===== config.mk =====
export PLATFORM = sky130hd
export DESIGN_NAME = mcu_pwm_gen
export DESIGN_NICKNAME = d
export VERILOG_FILES = /design/src/rtl/mcu_pwm_gen.sv
export SDC_FILE = /design/constraint.sdc
export NUM_CORES = 1
export LEC_CHECK = 0
export BUFFER_PORTS_ARGS = -buffer_cell sky130_fd_sc_hd__buf_2
export CAP_MARGIN = 25
export CORE_MARGIN = 3
export CORE_UTILIZATION = 50
export DETAILED_ROUTE_END_ITERATION = 10
export PLACE_DENSITY_LB_ADDON = 0.1
export RECOVER_POWER = 100
export SYNTH_ARGS = -nofsm -noshare
export SYNTH_HDL_FRONTEND = slang
export SYNTH_SLANG_ARGS = --single-unit

===== constraint.sdc =====
create_clock -name clk -period 3.4 [get_ports clk]
set_input_delay 0.34 -clock clk [delete_from_list [all_inputs] [get_ports clk]]
set_output_delay 0.34 -clock clk [all_outputs]
set_load 0.01 [all_outputs]

===== src/rtl/mcu_pwm_gen.sv =====
// mcu_pwm_gen: tick-based PWM line generator with double-buffered period/duty.
// New settings take effect only at period boundaries, on entry to RUN, or on ticks when the period is 0.
module mcu_pwm_gen #(
    parameter int TICK_DIV = 200,
    parameter int WIDTH    = 16
) (
    input  logic             clk,
    input  logic             reset,
    input  logic             enable,
    input  logic [WIDTH-1:0] period_in,
    input  logic [WIDTH-1:0] duty_in,
    input  logic             load,
    output logic             pwm_out,
    output logic             period_done,
    output logic             pending
);
    typedef enum logic {IDLE, RUN} state_t;
    localparam logic [15:0] PRE_MAX = 16'(TICK_DIV - 1);
    state_t           state, state_nx;
    logic [15:0]      pre, pre_nx;
    logic [WIDTH-1:0] tick_cnt, tick_cnt_nx, act_period, act_period_nx, act_duty, act_duty_nx;
    logic [WIDTH-1:0] pend_period, pend_period_nx, pend_duty, pend_duty_nx;
    logic             pwm_nx, done_nx, pending_nx, running, tick, boundary, apply;

    always_comb begin
        running        = state == RUN && enable;
        tick           = state == RUN && pre == PRE_MAX;
        boundary       = tick && act_period != '0 && tick_cnt == act_period - WIDTH'(1);
        // Apply points: entering RUN, a period boundary, or any tick while the period is 0
        apply          = (state == IDLE && enable) || (running && (act_period == '0 ? tick : boundary));
        state_nx       = enable ? RUN : IDLE;
        pre_nx         = running && !tick ? pre + 16'd1 : '0;
        tick_cnt_nx    = !running || boundary || act_period == '0 ? '0 : tick ? tick_cnt + WIDTH'(1) : tick_cnt;
        pwm_nx         = running && act_period != '0 && tick_cnt < act_duty;
        done_nx        = running && boundary;
        act_period_nx  = act_period;
        act_duty_nx    = act_duty;
        pend_period_nx = pend_period;
        pend_duty_nx   = pend_duty;
        pending_nx     = pending;
        if (apply) begin
            act_period_nx = load ? period_in : pending ? pend_period : act_period;
            act_duty_nx   = load ? duty_in : pending ? pend_duty : act_duty;
            pending_nx    = 1'b0;
        end else if (load) begin
            pend_period_nx = period_in;
            pend_duty_nx   = duty_in;
            pending_nx     = 1'b1;
        end
    end

    always_ff @(posedge clk or negedge reset) begin
        if (!reset) begin
            state       <= IDLE;
            pre         <= '0;
            tick_cnt    <= '0;
            act_period  <= '0;
            act_duty    <= '0;
            pend_period <= '0;
            pend_duty   <= '0;
            pending     <= 1'b0;
            pwm_out     <= 1'b0;
            period_done <= 1'b0;
        end else begin
            state       <= state_nx;
            pre         <= pre_nx;
            tick_cnt    <= tick_cnt_nx;
            act_period  <= act_period_nx;
            act_duty    <= act_duty_nx;
            pend_period <= pend_period_nx;
            pend_duty   <= pend_duty_nx;
            pending     <= pending_nx;
            pwm_out     <= pwm_nx;
            period_done <= done_nx;
        end
    end
endmodule

* Word level (Yosys, flattened, before mapping)
Index checks and enable logic that the tools add are counted.
** Storage, ports and cells
- Register bits :: 100
- Input port bits :: 36
** Cells by class
- Add/sub/neg operators :: 3
- Order comparisons :: 1
- Eq/ne operators :: 2
- Muxes and demuxes :: 11
- Bitwise gates (word level) :: 2
- Reduce and logical (&&, ||, !) cells :: 22
** Operator list (number)
- two-way mux 16 bit :: 7
- adder 16 x 1 -> 16 bit, second input constant :: 2
- == test 16 bit :: 1
- == test 16 x 8 -> 1 bit, second input constant :: 1
- logical NOT 16 bit :: 1
- < comparator 16 bit :: 1
- nonzero test 16 bit :: 1
- subtractor 16 x 1 -> 16 bit, second input constant :: 1
- logical AND 1 bit :: 10
- nonzero test 2 bit :: 3
- two-way mux 1 bit :: 4
- AND reduction 2 bit :: 2
- logical OR 1 bit :: 3
- logical NOT 1 bit :: 2
- NOT 1 bit :: 2

* Logic depth before layout (Yosys ltp)
Gate-level depths: netlist of the first run.
- Word-level depth :: 9
- Gate-level depth with buffers :: 13

* Least setup slack after synthesis of the first run
OpenSTA, ideal clock, no wires.
- Kind :: reg2reg
- Start point :: register act_period[0]
- End point :: register act_period[14]
- Arrival :: 3324 ps
- Data required time :: 3272 ps
- Path slack :: -52 ps
- Cell stages (with the launch flop) :: 12
- Clock period less this slack :: 3452 ps
- Cells stage by stage :: dfrtp_1 > inv_1 > ha_1 > or3b_2 > or4_1 > and4bb_1 > nor3_1 > nor4_4 > nand4_2 > a211oi_4 > buf_6 > mux2_1
** On the way
- Word-level cells in the longest chain between the ends :: 7
- Elaborated cells on any way between the ends :: 10
** RTL lines
- start, declared :: RTL line 21 : logic [WIDTH-1:0] tick_cnt, tick_cnt_nx, act_period, act_period_nx, act_duty, act_duty_nx;
- start signal, assigned :: RTL line 68 : act_period <= act_period_nx;
- subtractor 16 x 1 -> 16 bit / nonzero test 16 bit (equally long branches) :: RTL line 28 : boundary = tick && act_period != '0 && tick_cnt == act_period - WIDTH'(1);
- == test 16 bit / logical AND 1 bit (equally long branches) :: RTL line 28
- logical AND 1 bit :: RTL line 28
- two-way mux 1 bit * :: RTL line 30 : apply = (state == IDLE && enable) || (running && (act_period == '0 ? tick : boundary));
- logical AND 1 bit * :: RTL line 30
- logical OR 1 bit * :: RTL line 30
- AND reduction 2 bit (no source line) *
Every way passes the cells marked *; elsewhere a longest branch is shown, timed or not.
A chain may end at the register's enable or synchronous reset.

* Final worst setup path of the first run
- Start point :: register pre[8]
- End point :: register act_period[2]
** On the way
- Word-level cells in the longest chain between the ends :: 8
** RTL lines
- start, declared :: RTL line 20 : logic [15:0] pre, pre_nx;
- start signal, assigned :: RTL line 66 : pre <= pre_nx;
- == test 16 x 8 -> 1 bit * :: RTL line 27 : tick = state == RUN && pre == PRE_MAX;
- logical AND 1 bit * :: RTL line 27
- logical AND 1 bit (2 in a row) :: RTL line 28
- two-way mux 1 bit * :: RTL line 30
- logical AND 1 bit * :: RTL line 30
- logical OR 1 bit * :: RTL line 30
- AND reduction 2 bit (no source line) *
Marked as above.

==> results_dict.tcl, run 1 <==
set metrics [dict create \
    final_antenna_net_count 0 \
    grt_use_total_pct 23.0 \
    die_h_um 117 \
    utilization_pct 59.5 \
    dp_cells 837 \
    htreeDepth 3 \
    cts_buffers 9 \
    grt_max_degree 89 \
    clock_sinks 100 \
    crit_fanout 11 \
    drv_cap 2 \
    status "finished with violations" \
    fp.dieArea_mm2 0.0137 \
    n_antenna_cell 0 \
    antenna_found_initial 0 \
    route.detailed.drc 0 \
    synth-main-ff-cell "dfrtp_1" \
    vdd_drop_max_uv 344 \
    area_growth_pct 13.5 \
    cts_hold_buf 0 \
    gp_congestion 0.907 \
    relSlewSlack_pct -78.8 \
    clock-skew-final_ns 0.00910 \
    cts-root-buf "clkbuf_16" \
    first_pass_iters 5 \
    power_density_mw_per_mm2 475 \
    crit_type "reg2reg" \
    cp-start-kind "flip-flop" \
    yosys_warnings 0 \
    violations "capacitance limit, slew limit" \
    holdWs_ns 0.261 \
    seq_area_frac_synth_pct 40.7 \
    num_vias 5296 \
    finalSetupTns_ns 0 \
    clk_latency_ns 0.36 \
    routed_wl_mm 15.1 \
    preCtsSetupSlack_ns 0.0579 \
    netlist_area_mm2 0.00614 \
    maxSlewViolCount 139 \
    vias_per_cell 6.19 \
    hpwlAfterDp_mm 10.4 \
    p_leak_nw 3.14 \
    required_ns 3.63 \
    hp-class "in2reg" \
    cp.arrival_ns 3.49 \
    grt_pass1_wl_mm 24.6 \
    min_period_ns 3.26 \
    drive_gt1_share_pct 14.6 \
    io_buffers 38 \
    start_util_pct 52.4 \
    fillerInstances 1006 \
    worst-r2r-cell-count 10 \
    period_share_pct 95.9 \
    fp.dieW_um 117 \
    hold_viol 0 \
    grt_pass1_vias 4943 \
    syn-instance-count 669 \
    critPathCaptureType "flip-flop" \
    finalWorstSetupSlack_ns 0.138 \
    holdPathStages 3 \
    ys_types 56 \
    gr-total-overflow 0 \
    synth_edf_count 0 \
    ys_seq_elements 100 \
    synthArstFlopShare_pct 100 \
    synth_nets 724 \
    drtIter0Drc 416 \
    ios 39 \
    fp.coreArea_mm2 0.0117 \
    clockBufferDepth 2 \
    cts.clk_slew.worst_paths_ns 0.07 \
    cts_tree "built" \
    clock.fmax_mhz 307 \
    tightest_slew_ns 2.68 \
    row_count 39 \
    finalSetupViolCount 0 \
    finalNonFillerCells 856 \
    fin_nets 763 \
    wl_per_cell_um 17.6 \
    syn_avg_cell_area_um2 9.18 \
]
-- layer usage --
metal | global-route usage [%] | share of wire [%] | up-vias
met5 | 0 | 0 | -
met4 | 6.27 | 1.3 | 0
met3 | 5.96 | 7.5 | 19
met2 | 34.4 | 45 | 193
met1 | 33.2 | 46 | 2570
li1 | - | - | 2514
-- cell families (layout without fill, tap and decap cells) --
kind of cell | Yosys count | count (layout) | synth area share (%)
simple gates | 282 | 282 | 22.4
buf+inv | 68 | 112 | 4.64
compound gates | 114 | 114 | 14.6
xor+xnor | 40 | 40 | 5.70
fa+ha+maj | 19 | 19 | 3.87
flops | 100 | 100 | 40.7
mux | 46 | 46 | 8.03
-- area by class of cell --
class | instances | area, um^2 | share of cell area (%)
multi-input combinational | 501 | 3380 | 48.5
tap | 143 | 179 | 2.57
sequential | 100 | 2500 | 35.9
clock buffer | 13 | 270 | 3.88
timing repair buffer | 71 | 499 | 7.16
clock inverter | 3 | 43.8 | 0.628
inverter | 25 | 93.8 | 1.35
-- power by group --
part	internal [mW]	switching [mW]	leakage (nW)	total (mW)
sequential	1.34	0.111	1.25	1.45
combinational	0.352	0.430	1.73	0.782
clock	0.631	0.448	0.156	1.08
-- cells in the mapped netlist (10+ instances only) --
cell type	number	share of area [%]
clkbuf_1	32	2.0
nand3_1	34	2.8
inv_1	24	1.5
mux2i_1	20	3.3
and3_1	18	1.8
xor2_1	17	2.4
mux2_1	21	3.9
a221oi_1	10	1.4
o21ai_0	13	1.1
xnor2_1	23	3.3
nand2_1	111	6.8
nor2_1	44	2.7
o221ai_1	22	3.1
nor3_1	26	2.1
dfrtp_1	100	41
o211ai_1	10	1.2
a21oi_1	14	1.1
a311o_1	22	3.6
ha_1	19	3.9
-- worst paths after layout --
path,from,endpoint,slack [ns]
worst max-delay path,pre[8],act_period[2],0.14
worst min-delay path,duty_in[9],pend_duty[9],0.26
worst max register to register,pre[8],act_period[2],0.14
worst min register to register,act_duty[2],act_duty[2],0.49
max in group asynchronous,reset,act_period[11],0.56
min in group asynchronous,reset,pre[13],0.81
-- cell usage in the layout (no fill, tap or decap), drive strengths merged, types with 2 or more instances in the layout --
master / netlist / final
xor2: 17 / 17
ha: 19 / 19
buf: 11 / 62
o221ai: 22 / 22
mux2i: 20 / 20
or4: 6 / 6
xnor2: 23 / 23
a221oi: 10 / 10
clkbuf: 32 / 22
a311o: 22 / 22
and3: 18 / 18
a21o: 8 / 8
nor2: 44 / 44
a21oi: 14 / 14
inv: 24 / 24
or3: 8 / 8
or4b: 3 / 3
nor2b: 2 / 2
nor4: 6 / 6
nand2: 111 / 111
nand4: 7 / 7
o211ai: 10 / 10
o21ai: 13 / 13
dfrtp: 100 / 100
nand4b: 3 / 3
mux2: 26 / 26
nor3: 26 / 26
nor3b: 2 / 2
a211oi: 5 / 5
or2: 3 / 3
a31oi: 3 / 3
nand3: 34 / 34
clkinv: 1 / 3
-- critical path: stages, from the launching register on --
cell,delay (ns)
dfrtp_1,0.39
or4b_2,0.73
nor4_2,0.32
buf_4,0.18
nand3_1,0.11
nor4_4,0.32
nand4_2,0.17
a211oi_4,0.27
buf_6,0.16
buf_12,0.14
mux2_1,0.34
-- registers in the layout, summed over array words and instances (netlist names), 16 cells and up --
| name | cells |
|---|---|
| act_period | 16 |
| pre | 16 |
| pend_period | 16 |
| act_duty | 16 |
| pend_duty | 16 |
| tick_cnt | 16 |
-- what timing repair did --
action                     CTS  global route
buffers inserted             0             2
resized for setup            0             7
hold endpoints to repair     0             0
setup endpoints to repair    0            42
-- stage by stage --
step	area [um^2]	power, mW
global route	6970	3.50
CTS	6940	3.33
detailed placement	6630	2.24
floorplan	6140	1.98
global placement	6630	2.20
finish	6970	3.31
No activity file was read; power rests on OpenSTA's default activity.
==> run 2, diff against run 1 <==
--- a/config.mk
+++ b/config.mk
@@ -9,6 +9,7 @@
 export CAP_MARGIN = 25
 export CORE_MARGIN = 3
 export CORE_UTILIZATION = 50
+export CTS_BUF_LIST = sky130_fd_sc_hd__clkbuf_8 sky130_fd_sc_hd__clkbuf_16
 export DETAILED_ROUTE_END_ITERATION = 10
 export PLACE_DENSITY_LB_ADDON = 0.1
 export RECOVER_POWER = 100
==> constraint.sdc (replaced) <==
create_clock -name clk -period 3.8 [get_ports clk]
set_input_delay 0.38 -clock clk [delete_from_list [all_inputs] [get_ports clk]]
set_output_delay 0.38 -clock clk [all_outputs]
set_load 0.01 [all_outputs]
==> results_dict.tcl, run 2 (synthesized netlist as in run 1, its figures left out) <==
set metrics [dict create \
    cp-start-kind "flip-flop" \
    tightest_slew_ns 1.80 \
    grt_pass1_vias 5077 \
    crit_family "simple AND/OR/NAND/NOR gates" \
    cts_hold_buf 0 \
    routed_wl_mm 15.0 \
    slowest_stage "or3b_2" \
    final_antenna_net_count 0 \
    regToRegSetupSlack_ns 0.29 \
    rsz0062_at_grt "no" \
    n_antenna_cell 0 \
    first_pass_iters 7 \
    min-delay-start "duty_in[8]" \
    cp.arrival_ns 3.75 \
    critPathBufInv 2 \
    grt_use_total_pct 23.6 \
    fp.coreArea_mm2 0.0117 \
    postCtsSetupRepairBufs 0 \
    cts_resized 0 \
    drive_gt1_share_pct 11.9 \
    period_share_pct 92.5 \
    r2r-end "act_period[2]" \
    die_h_um 117 \
    drv_cap 1 \
    holdPathStages 3 \
    final_common_cell "nand2_1" \
    hpwlAfterDp_mm 10.5 \
    clockBufferDepth 2 \
    clock.fmax_mhz 285 \
    finalNonFillerCells 847 \
    cts_buffers 9 \
    fillerInstances 1064 \
    row_count 39 \
    cts.clk_slew.worst_paths_ns 0.07 \
    fp.dieArea_mm2 0.0137 \
    power_density_mw_per_mm2 426 \
    finalWorstSetupSlack_ns 0.285 \
    crit_cells 11 \
    ios 39 \
    clock_sinks 100 \
    htreeDepth 3 \
    status "finished with violations" \
    utilization_pct 58.0 \
    crit_fanout 12 \
    critPathCaptureType "flip-flop" \
    relSlewSlack_pct -19.7 \
    wl_per_cell_um 17.7 \
    grt_pass1_wl_mm 25.3 \
    final_cell_mix "111 x nand2_1, 100 x dfrtp_1, 44 x nor2_1" \
    maxSlewViolCount 72 \
    rr_startpoint "act_period[1]" \
    grt_max_degree 76 \
    clk_latency_ns 0.36 \
    min_to "pend_duty[8]" \
    holdWs_ns 0.292 \
    vias_per_cell 6.11 \
    required_ns 4.04 \
    io_buffers 38 \
    min_period_ns 3.51 \
    hold_viol 0 \
    route.detailed.drc 0 \
    cts_tree "built" \
    preCtsSetupSlack_ns 0.263 \
    worst-r2r-cell-count 11 \
    crit_type "reg2reg" \
    fin_nets 754 \
    antenna_found_initial 0 \
    path_cells "inv_1, ha_1, or3b_2, or4_1, and4bb_1, nor3_1, nor4_4, nand4_2, a211oi_4, buf_4, mux2_1" \
    num_vias 5172 \
    finalSetupViolCount 0 \
    vdd_drop_max_uv 298 \
    hp-class "in2reg" \
    gr-total-overflow 0 \
    clock-skew-final_ns 0.00606 \
    finalSetupTns_ns 0 \
    slowest_delay_ns 0.47 \
    cts-root-buf "clkbuf_16" \
    drtIter0Drc 405 \
    violations "capacitance limit, slew limit" \
    start_util_pct 52.4 \
    gp_congestion 0.893 \
    p_leak_nw 3.06 \
    fp.dieW_um 117 \
    dp_cells 829 \
    area_growth_pct 10.7 \
]
run 2: cell count changes in the layout (fill, tap and decap cells not counted), sizes merged:
cell / change
clkinvlp: +1
buf: -12
inv: +1
dlygate4sd3: +1
run 2: worst max-delay path by stage:
stage                       start        endpoint
floorplan           act_period[0]  act_period[14]
global placement    act_period[1]     act_duty[0]
detailed placement  act_period[1]   act_period[1]
CTS                 act_period[1]   act_period[1]
global route        act_period[1]    pend_duty[9]
finish              act_period[1]   act_period[2]
run 2: report_power, final:
part	leakage (nW)	switching, mW	internal [mW]
clock	0.153	0.400	0.542
sequential	1.25	0.122	1.20
combinational	1.66	0.348	0.281
total	3.06	0.870	2.02
run 2: layout make-up:
type	instances	area [um^2]	share of cell area [%]
Clock buffer	11	253	3.72
Clock inverter	5	51.3	0.755
Inverter	25	93.8	1.38
Multi-Input combinational cell	501	3360	49.4
Sequential cell	100	2500	36.8
Tap cell	143	179	2.63
Timing Repair Buffer	62	359	5.28
run 2: metrics by stage:
stage	cell area, um^2	power (mW)
after detailed placement	6530	1.97
final	6800	2.89
after global routing	6800	3.07
after floorplan	6140	1.77
after CTS	6830	2.92
after global placement	6530	1.94
run 2: worst min-delay path, cell delays in order:
cell	delay [ns]
buf_2	0.10
a221oi_1	0.06
o211ai_1	0.07
run 2: metal layers:
layer / vias up / global-route usage, % / part of all wire, %
met1: 2536 / 33.6 / 48
met3: 20 / 5.60 / 4.2
met2: 118 / 36.7 / 46
li1: 2498 / - / -
met5: - / 0 / 0
met4: 0 / 5.89 / 1.2
